$ cat config.mk
export PLATFORM = sky130hd
export DESIGN_NAME = mob_tt_loader
export DESIGN_NICKNAME = d
export VERILOG_FILES = /design/src/rtl/mob_tt_loader.sv
export SDC_FILE = /design/constraint.sdc
export NUM_CORES = 1
export LEC_CHECK = 0
export BUFFER_PORTS_ARGS = -buffer_cell sky130_fd_sc_hd__buf_4
export CORE_ASPECT_RATIO = 1.25
export CORE_MARGIN = 2
export CORE_UTILIZATION = 56
export CTS_BUF_LIST = sky130_fd_sc_hd__clkbuf_2
export CTS_CLUSTER_SIZE = 28
export DETAILED_ROUTE_END_ITERATION = 10
export PLACE_DENSITY = 0.91
export SLEW_MARGIN = 20
export SYNTH_ARGS = -nofsm -noshare
export SYNTH_HDL_FRONTEND = slang
export SYNTH_SLANG_ARGS = --single-unit
$ cat constraint.sdc
create_clock -name clk -period 1.9 [get_ports clk]
set_input_delay 0.38 -clock clk [delete_from_list [all_inputs] [get_ports clk]]
set_output_delay 0.38 -clock clk [all_outputs]
set_load 0.005 [all_outputs]
$ cat src/rtl/mob_tt_loader.sv
// Truth-table loader for the Mobius transform: packs W-bit words into an N-bit table,
// presents it, then holds it stable for LOG2_N rounds. Optional zero flag: MOB_TT_LOADER_ZCHK_EN.
module mob_tt_loader #(
  parameter int N      = 64,
  parameter int LOG2_N = 6,
  parameter int W      = 8
) (
  input  logic         clk,
  input  logic         rst_n,
  input  logic [0:W-1] in_data,
  input  logic         in_valid,
  output logic         in_ready,
  output logic [0:N-1] tt_out,
  output logic         tt_valid,
  input  logic         tt_ack,
  output logic         tt_done,
  output logic         tt_zero
);

  localparam int NW = N / W;
  localparam int CW = $clog2(NW);
  localparam int HW = (LOG2_N > 1) ? $clog2(LOG2_N) : 1;

  typedef enum logic [1:0] {FILL, PRESENT, HOLD} state_t;

  state_t        state, state_nx;
  logic [CW-1:0] word_cnt;
  logic [HW-1:0] hold_cnt;
  logic          xfer;
  logic          last_word;
  logic          fill_done;

  assign last_word = (word_cnt == CW'(NW - 1));
  assign fill_done = xfer && last_word;

  // in_ready is gated by rst_n so no word is taken while reset is held.
  always_comb begin
    state_nx = state;
    in_ready = 1'b0;
    tt_valid = 1'b0;
    tt_done  = 1'b0;
    xfer     = 1'b0;
    case (state)
      FILL: begin
        in_ready = rst_n;
        xfer     = in_valid && rst_n;
        if (xfer && last_word) state_nx = PRESENT;
      end
      PRESENT: begin
        tt_valid = 1'b1;
        if (tt_ack) state_nx = HOLD;
      end
      HOLD: begin
        if (hold_cnt == '0) begin
          tt_done  = 1'b1;
          state_nx = FILL;
        end
      end
      default: state_nx = FILL;
    endcase
  end

  always_ff @(posedge clk or negedge rst_n) begin
    if (!rst_n) state <= FILL;
    else        state <= state_nx;
  end

  always_ff @(posedge clk or negedge rst_n) begin
    if (!rst_n) begin
      word_cnt <= '0;
      tt_out   <= '0;
    end else if (xfer) begin
      tt_out[int'(word_cnt) * W +: W] <= in_data;
      word_cnt <= last_word ? '0 : word_cnt + 1'b1;
    end
  end

  // Hold counter runs LOG2_N-1 down to 0, giving LOG2_N stable cycles after the ack.
  always_ff @(posedge clk or negedge rst_n) begin
    if (!rst_n) begin
      hold_cnt <= '0;
    end else if (state == PRESENT && tt_ack) begin
      hold_cnt <= HW'(LOG2_N - 1);
    end else if (state == HOLD && hold_cnt != '0) begin
      hold_cnt <= hold_cnt - 1'b1;
    end
  end

`ifdef MOB_TT_LOADER_ZCHK_EN
  // The last word is still on in_data at the completing edge, so it is checked there.
  logic zero_nx;
  assign zero_nx = ~(|tt_out[0:N-W-1]) && ~(|in_data);

  always_ff @(posedge clk or negedge rst_n) begin
    if (!rst_n)         tt_zero <= 1'b0;
    else if (fill_done) tt_zero <= zero_nx;
  end
`else
  assign tt_zero = 1'b0;
`endif

endmodule

==> After elaboration in Yosys (flattened, before gate mapping) <==
Cells that the tools add are included.
{ "totals": {"regBits": 72, "word_cells": 38, "input_bits": 12} }
{ "op_classes": {"addsub": 3, "mux": 13, "reduce_logical": 9, "bitwise_logic": 1, "n_eq_ne": 6, "shift": 2} }
{ "op_table": {"columns": ["op", "n"], "rows": [
  ["$shift 65x33->64 const A", 1],
  ["$shiftx 65x33->64", 1],
  ["$bwmux 64", 1],
  ["$neg 32->33", 1],
  ["$not 6->32", 1],
  ["$mux 3", 3],
  ["$mux 2", 3],
  ["$ne 2x2->1 const B", 3],
  ["$pmux 2 s3", 1],
  ["$mux 1", 5],
  ["$logic_and 1x1->1", 4],
  ["$add 3x1->3 const B", 1],
  ["$eq 3x3->1 const B", 1],
  ["$logic_not 3->1", 1],
  ["$reduce_and 3->1", 1],
  ["$reduce_bool 3->1", 1],
  ["$sub 3x1->3 const B", 1],
  ["$eq 2x1->1 const B", 1],
  ["$eq 2x2->1 const B", 1],
  ["$logic_not 2->1", 1],
  ["$reduce_bool 2->1", 1]
]} }

==> Depth between registers and ports, before layout <==
Gate-level depths: netlist of the first run.
{ "depth": {"word_depth": 4, "depth_mapped": 6} }

==> Least setup slack after synthesis of the first run <==
OpenSTA, ideal clock, no wires.
{ "synth_timing": {"path_type": "register to register", "from": "reg word_cnt[0]", "to": "reg tt_out[56] (netlist bit)", "stages_incl_launch_ff": 6, "n_path_buf": 1, "setup_slack_ps": 462, "synth_period_minus_slack_ps": 1438, "required_ps": 1782, "arrival_time_ps": 1320, "setup_time_ps": 118, "cell_sequence": "dfrtp_1 ha_1 ha_1 clkbuf_1 and4_1 a21o_1"} }
{ "synth_via": {"elab_chain_len": 4, "elab_cells_between_ends": 5, "classes_between": "1 x add/sub; 2 x shift; 1 x mux; 1 x bitwise"} }
{ "synth_rtl": {"columns": ["element", "line_no", "text"], "rows": [
  ["from (decl)", "27", "logic [CW-1:0] word_cnt;"],
  ["from (signal assigned)", "74", "word_cnt <= last_word ? '0 : word_cnt + 1'b1;"],
  ["$not 6->32 (not written as such) (*)", "73", "tt_out[int'(word_cnt) * W +: W] <= in_data;"],
  ["$neg 32->33 (*)", "73", null],
  ["$shiftx 65x33->64 / $shift 65x33->64 (equally long branches)", "73", null],
  ["$bwmux 64 (*)", "73", null],
  ["to (signal, indexed assignment)", "73", null],
  ["to (decl)", "13", "output logic [0:N-1] tt_out,"]
]} }
Mark *: on every way between the ends. The rest lies on a longest branch, timed or not.
A chain may end at the register's enable or synchronous reset.

==> Worst setup path after layout of the first run <==
{ "layout_timing": {"from": "reg state[1]", "to": "out tt_valid"} }
{ "layout_via": {"elab_chain_len": 2} }
{ "layout_rtl": {"columns": ["element", "line_no", "text"], "rows": [
  ["from (decl)", "26", "state_t state, state_nx;"],
  ["from (signal assigned)", "65", "else state <= state_nx;"],
  ["$eq 2x1->1", "43", "case (state)"],
  ["$mux 1", "43", null],
  ["to (decl)", "14", "output logic tt_valid,"]
]} }
Every way passes these cells.

==> results of run 1 <==
==> layout make-up <==
| type | instances | share of cell area, % |
|---|---|---|
| clock buffer | 10 | 1.17 |
| clock inverter | 6 | 2.17 |
| inverter | 15 | 1.32 |
| multi-input combinational | 154 | 35.0 |
| sequential | 72 | 42.2 |
| tap | 82 | 2.40 |
| timing repair buffer | 89 | 15.7 |
==> final timing paths <==
| path | startpoint | to | slack (ns) | cells past startpoint |
|---|---|---|---|---|
| min reg2reg | tt_out[58] | tt_out[58] | 0.51 | 1 |
| max reg2reg | word_cnt[0] | tt_out[31] | 0.13 | 4 |
| max in group asynchronous | rst_n | tt_out[28] | 0.97 | 3 |
| min | tt_ack | state[0] | 0.05 | 2 |
| max | state[1] | tt_valid | 0.05 | 3 |
| min in group asynchronous | rst_n | tt_out[6] | 0.39 | 3 |
==> cell usage after synthesis (all sizes together) (3+ instances only) <==
cell / n
mux2i: 8
o21ai: 3
ha: 8
nand2: 12
buf: 11
inv: 15
nor2b: 3
and3: 8
mux2: 48
and4: 8
and2: 24
and3b: 3
a21o: 8
dfrtp: 72
nor2: 5
a21oi: 3
==> kinds of logic (layout without fill, tap and decap cells) <==
kind of cell	after synthesis	after routing
AOI/OAI and AO/OA	17	17
adders and majority gates	8	8
buffers and inverters	28	120
DFF	72	72
muxes	56	56
other	1	1
and+or+nand+nor	72	72
==> registers in the layout (all words and copies together) (netlist names) <==
| signal | flops |
|---|---|
| hold_cnt | 3 |
| tt_out | 64 |
| state | 2 |
| word_cnt | 3 |
==> metal layers <==
metal / vias to the layer above / global-route usage (%)
met2: 62 / 39.1
li1: 1047 / -
met3: 14 / 3.19
met4: 0 / 9.24
met5: - / 0
met1: 1113 / 32.1
==> repair_timing <==
action,4_1_cts,5_1_grt
pin swaps,1,0
cloned,0,0
gates resized for setup,3,1
endpoints found under the setup margin,1,1
hold buffers,1,0
setup buffers,2,0
hold endpoints to repair,46,0
==> power by group <==
part           total, mW  internal (mW)  switching (mW)  leakage, nW
clock network       1.01          0.447           0.561       0.0787
logic               2.39           1.48           0.909         1.26
registers           2.52           2.08           0.435        0.944
==> through the flow <==
step	cells	util [%]	setup slack (ns)
floorplan	254	-	0.462
global placement	409	69.8	0.296
detailed placement	409	69.8	0.210
CTS	428	72.7	0.0131
global route	428	72.9	0.00961
finish	428	72.9	0.0541
==> results.toml, run 1 <==
[placed_design]
place.gp.congestion = 0.914
dpl-instance-area_mm2 = 0.00409
io_buffers = 78
dpl.hpwl_mm = 5.39

[critical_path]
path_class = "reg -> out"
crit_fanout = 11
worstPathRequired_ns = 1.52
end_kind = "output port"
worstPathCellList = "or2b_1, inv_1, buf_4"
worstPathArrival_ns = 1.47
startpoint_type = "register"
max_stage_delay_ns = 0.53
cp_slowest_cell = "dfrtp_1"
path_buf_inv = 2
critPathTopFamily = "flip-flops"

[floorplan]
core_mm2 = 0.00586
die_w_um = 74.2
dieArea_mm2 = 0.00680
initial_utilization_pct = 58.8
die_h_um = 91.7
io-pin-count = 80
fp-row-count = 31

[synthesis]
yosys.area_share.xor_xnor_pct = 0
synth_top_area_share_pct = 52.3
synthCells = 254
synth_top_cell_by_area = "dfrtp_1"
synth_fp_nets = 274
synthAdderAreaFrac_pct = 2.91
synth_area_leaders = "dfrtp_1, mux2_4, and2_1"
synthesis.area_mm2 = 0.00344
syn_area_per_cell_um2 = 13.6
ys.flop_type = "dfrtp_1"
yosys_warnings = 0
synth_compound_area_share_pct = 3.38
ys_ff_latch = 72
synth.distinct_cells = 34
ys_seq_area_share_pct = 52.3
synth_top_family_by_area = "multiplexers"
synthMuxAreaShare_pct = 23.2
synth-simple-area-share_pct = 13.4
synth_edf_count = 0
synthArstFlopShare_pct = 100

[clock_network]
clkTransAtPathRegs_ns = 0.20
htreeDepth = 3
clk_latency_ns = 0.51
cts_inserted_buffers = 9
clock-root-buffer = "clkbuf_2"
cts_tree = "done"
clk_path_buf_depth = 2
clock_sinks = 72

[drt]
dr_wl_met3_um = 276
drtPass1Iterations = 4
routedWlPerCell_um = 17.6
via_per_inst = 5.22
top_layer = "met4"
vias = 2236
drt_iter0_drc = 171
drc = 0
wl_met1_mm = 3.08
routed_wl_mm = 7.53
antenna_left = 0
wl_met2_mm = 3.98

[timing]
setup_tns_ns = 0
skew_ns = 0.0219
clock.fmax_mhz = 542
hold_viol_final = 0
final-setup-viol-count = 0
rsz0062_at_grt = "no"
max-slew-margin-rel_pct = 60.8
fin_crit_sh_pct = 97.2
whs_ns = 0.0456
period_minus_slack_ns = 1.85
final_max_slew_viol_count = 0
worst_pin_slew_ns = 0.588

[power_and_ir_drop]
p_leak_nw = 2.28
peakVddDrop_v = 0.000768
total_power_mw = 5.91
p_per_area_mw_per_mm2 = 1380

[cells_and_area]
fillCellCount = 395
multiInputGateArea_mm2 = 0.00150
layout_commonest_cell = "buf_4"
final_nets = 361
area_growth_syn_to_layout_pct = 23.9
drive_above_1_share_pct = 46.0
final_cell_mix = "buf_4, dfrtp_1, mux2_4"
seq_area_mm2 = 0.00180
n_antenna_cell = 0
postLayoutCellArea_mm2 = 0.00427

[worst_hold_path]
hp-class = "in -> reg"

[global_routing]
antenna_found_initial = 0
grt_pass1_wl_mm = 12.1
grt_usage_pct = 24.0
grt_max_degree = 49
grt-ovfl-total = 0
grt_pass1_vias = 2273

[flow_run]
maxCapViolCount = 0

[run_status]
status = "completed"
Power figures use the tool's default switching activity.
==> run 2, diff against run 1 <==
--- a/config.mk
+++ b/config.mk
@@ -7,12 +7,12 @@
 export LEC_CHECK = 0
 export BUFFER_PORTS_ARGS = -buffer_cell sky130_fd_sc_hd__buf_4
 export CORE_ASPECT_RATIO = 1.25
-export CORE_MARGIN = 2
-export CORE_UTILIZATION = 56
+export CORE_MARGIN = 4
+export CORE_UTILIZATION = 37
 export CTS_BUF_LIST = sky130_fd_sc_hd__clkbuf_2
 export CTS_CLUSTER_SIZE = 28
 export DETAILED_ROUTE_END_ITERATION = 10
-export PLACE_DENSITY = 0.91
+export PLACE_DENSITY = 0.66
 export SLEW_MARGIN = 20
 export SYNTH_ARGS = -nofsm -noshare
 export SYNTH_HDL_FRONTEND = slang
==> results.toml, run 2 (synthesized netlist as in run 1, its figures left out) <==
[run_status]
status = "completed"

[critical_path]
end_kind = "output port"
crit_fanout = 2
rr_endpoint = "tt_out[49]"
startpoint_type = "register"
r2r_slack_ns = 0.09
worstPathRequired_ns = 1.52
reg2reg_from = "state[1]"
path_class = "reg -> out"
max_stage_delay_ns = 0.42
worstPathCellList = "inv_2, ha_4, and4bb_2, buf_4"
path_buf_inv = 2
critPathTopFamily = "flip-flops"
worstPathArrival_ns = 1.50
reg2regPathDepth = 4
cp_slowest_cell = "dfrtp_1"

[flow_run]
maxCapViolCount = 0

[power_and_ir_drop]
p_leak_nw = 2.30
p_comb_share_pct = 41.9
p_seq_share_pct = 42.5
p_sw_share_pct = 32.7
p_per_area_mw_per_mm2 = 1350
peakVddDrop_v = 0.000416
clock_power_share_pct = 15.6
p_int_mw = 3.95
p_switching_mw = 1.91

[drt]
drt_iter0_drc = 126
routed_wl_mm = 7.90
antenna_left = 0
drtPass1Iterations = 4
drc = 0
vias = 2192
routedWlPerCell_um = 16.6
via_per_inst = 4.61

[timing]
worst_pin_slew_ns = 0.809
rsz0062_at_grt = "yes"
clock.fmax_mhz = 533
skew_ns = 0.0204
final_max_slew_viol_count = 0
period_minus_slack_ns = 1.88
final-setup-viol-count = 0
fin_crit_sh_pct = 98.7
whs_ns = 0.128
max-slew-margin-rel_pct = 46.1
hold_viol_final = 0

[floorplan]
die_h_um = 116
io-pin-count = 80
fp-row-count = 39
die_w_um = 94.3
dieArea_mm2 = 0.0109
initial_utilization_pct = 37.7
core_mm2 = 0.00913

[cells_and_area]
largest_register_ffs = 64
reg.largest.list = "tt_out x64, hold_cnt x3, word_cnt x3"
postLayoutCellArea_mm2 = 0.00435
layout_commonest_cell = "buf_4"
stdcell_count = 475
area_growth_syn_to_layout_pct = 26.4
final_cell_mix = "buf_4, dfrtp_1, mux2_4"
final_nets = 366
largest_register = "tt_out"
drive_above_1_share_pct = 46.7

[clock_network]
clk_path_buf_depth = 2
clk_latency_ns = 0.53
clkTransAtPathRegs_ns = 0.21
htreeDepth = 3
clock-root-buffer = "clkbuf_2"
cts_tree = "done"
cts_inserted_buffers = 9
clock_sinks = 72

[placed_design]
io_buffers = 78
dp_cells = 448
place.gp.congestion = 0.785
dpl.hpwl_mm = 5.66
dpl-instance-area_mm2 = 0.00413

[global_routing]
grt-ovfl-total = 0
grt_pass1_vias = 2230
grt_usage_pct = 15.0
antenna_found_initial = 0
grt_pass1_wl_mm = 12.2
grt_max_degree = 66

[worst_hold_path]
hp-start = "in_data[1]"
min_path_cells = 3
hp-class = "in -> reg"
holdPathEnd = "tt_out[25]"
==> run 2: worst max-delay path by stage <==
stage / from / depth (start not counted) / end / slack (ns)
after floorplan: word_cnt[0] / 5 / tt_out[56] / 0.46
after global placement: rst_n / 4 / tt_out[50] / 0.16
after detailed placement: rst_n / 4 / tt_out[2] / 0.15
after CTS: hold_cnt[1] / 4 / tt_done / -0.02
after global routing: hold_cnt[1] / 4 / tt_done / -0.06
final: hold_cnt[1] / 4 / tt_done / 0.02
==> run 2: area by class of cell <==
type	instances	area, um2
diodes	1	2.50
clock buffers	9	45.0
clock inverters	7	78.8
fillers	828	4770
inverters	15	56.3
multi-input cells	154	1500
flip-flops and latches	72	1800
well taps	123	154
repair buffers	94	714
==> run 2: metrics by stage <==
stage	total power, mW	util, %	worst slack [ns]	TNS (ns)
2_1_floorplan	3.73	-	0.462	0
3_3_place_gp	4.81	45.2	0.160	0
3_5_place_dp	4.88	45.2	0.146	0
4_1_cts	5.88	47.2	-0.0181	-0.0181
5_1_grt	6.30	47.7	-0.0604	-0.0625
6_report	5.86	47.7	0.0249	0
==> run 2: power by group through the flow <==
stage,Sequential [mW],Clock [mW],Combinational (mW)
after global placement,2.51,0,2.30
final,2.49,0.916,2.46
after global routing,2.58,1.01,2.71
after detailed placement,2.53,0,2.35
after floorplan,2.46,0,1.27
after CTS,2.50,0.951,2.42
==> run 2: worst reg2reg max path, cell delays in order, from the launching register on <==
cell and delay (ns):
dfrtp_2 0.50, buf_4 0.16, nor2b_1 0.17, and3_1 0.55, mux2_4 0.35
==> run 2: metal layers <==
layer	GRT usage, %	vias to the layer above	part of all wire (%)	wire (um)
li1	-	1052	-	-
met1	19.3	1081	43	3430
met2	24.3	46	51	4010
met3	2.73	13	3.5	278
met4	7.32	0	2.2	170
met5	0	-	0	0
==> run 2: timing repair <==
item                                    4_1_cts  5_1_grt
resized for setup                             5        2
cloned                                        0        0
buffers inserted                              3        5
pin swaps                                     1        1
endpoints found under the hold margin         8        0
hold buffers                                  2        0
endpoints found under the setup margin        2        3
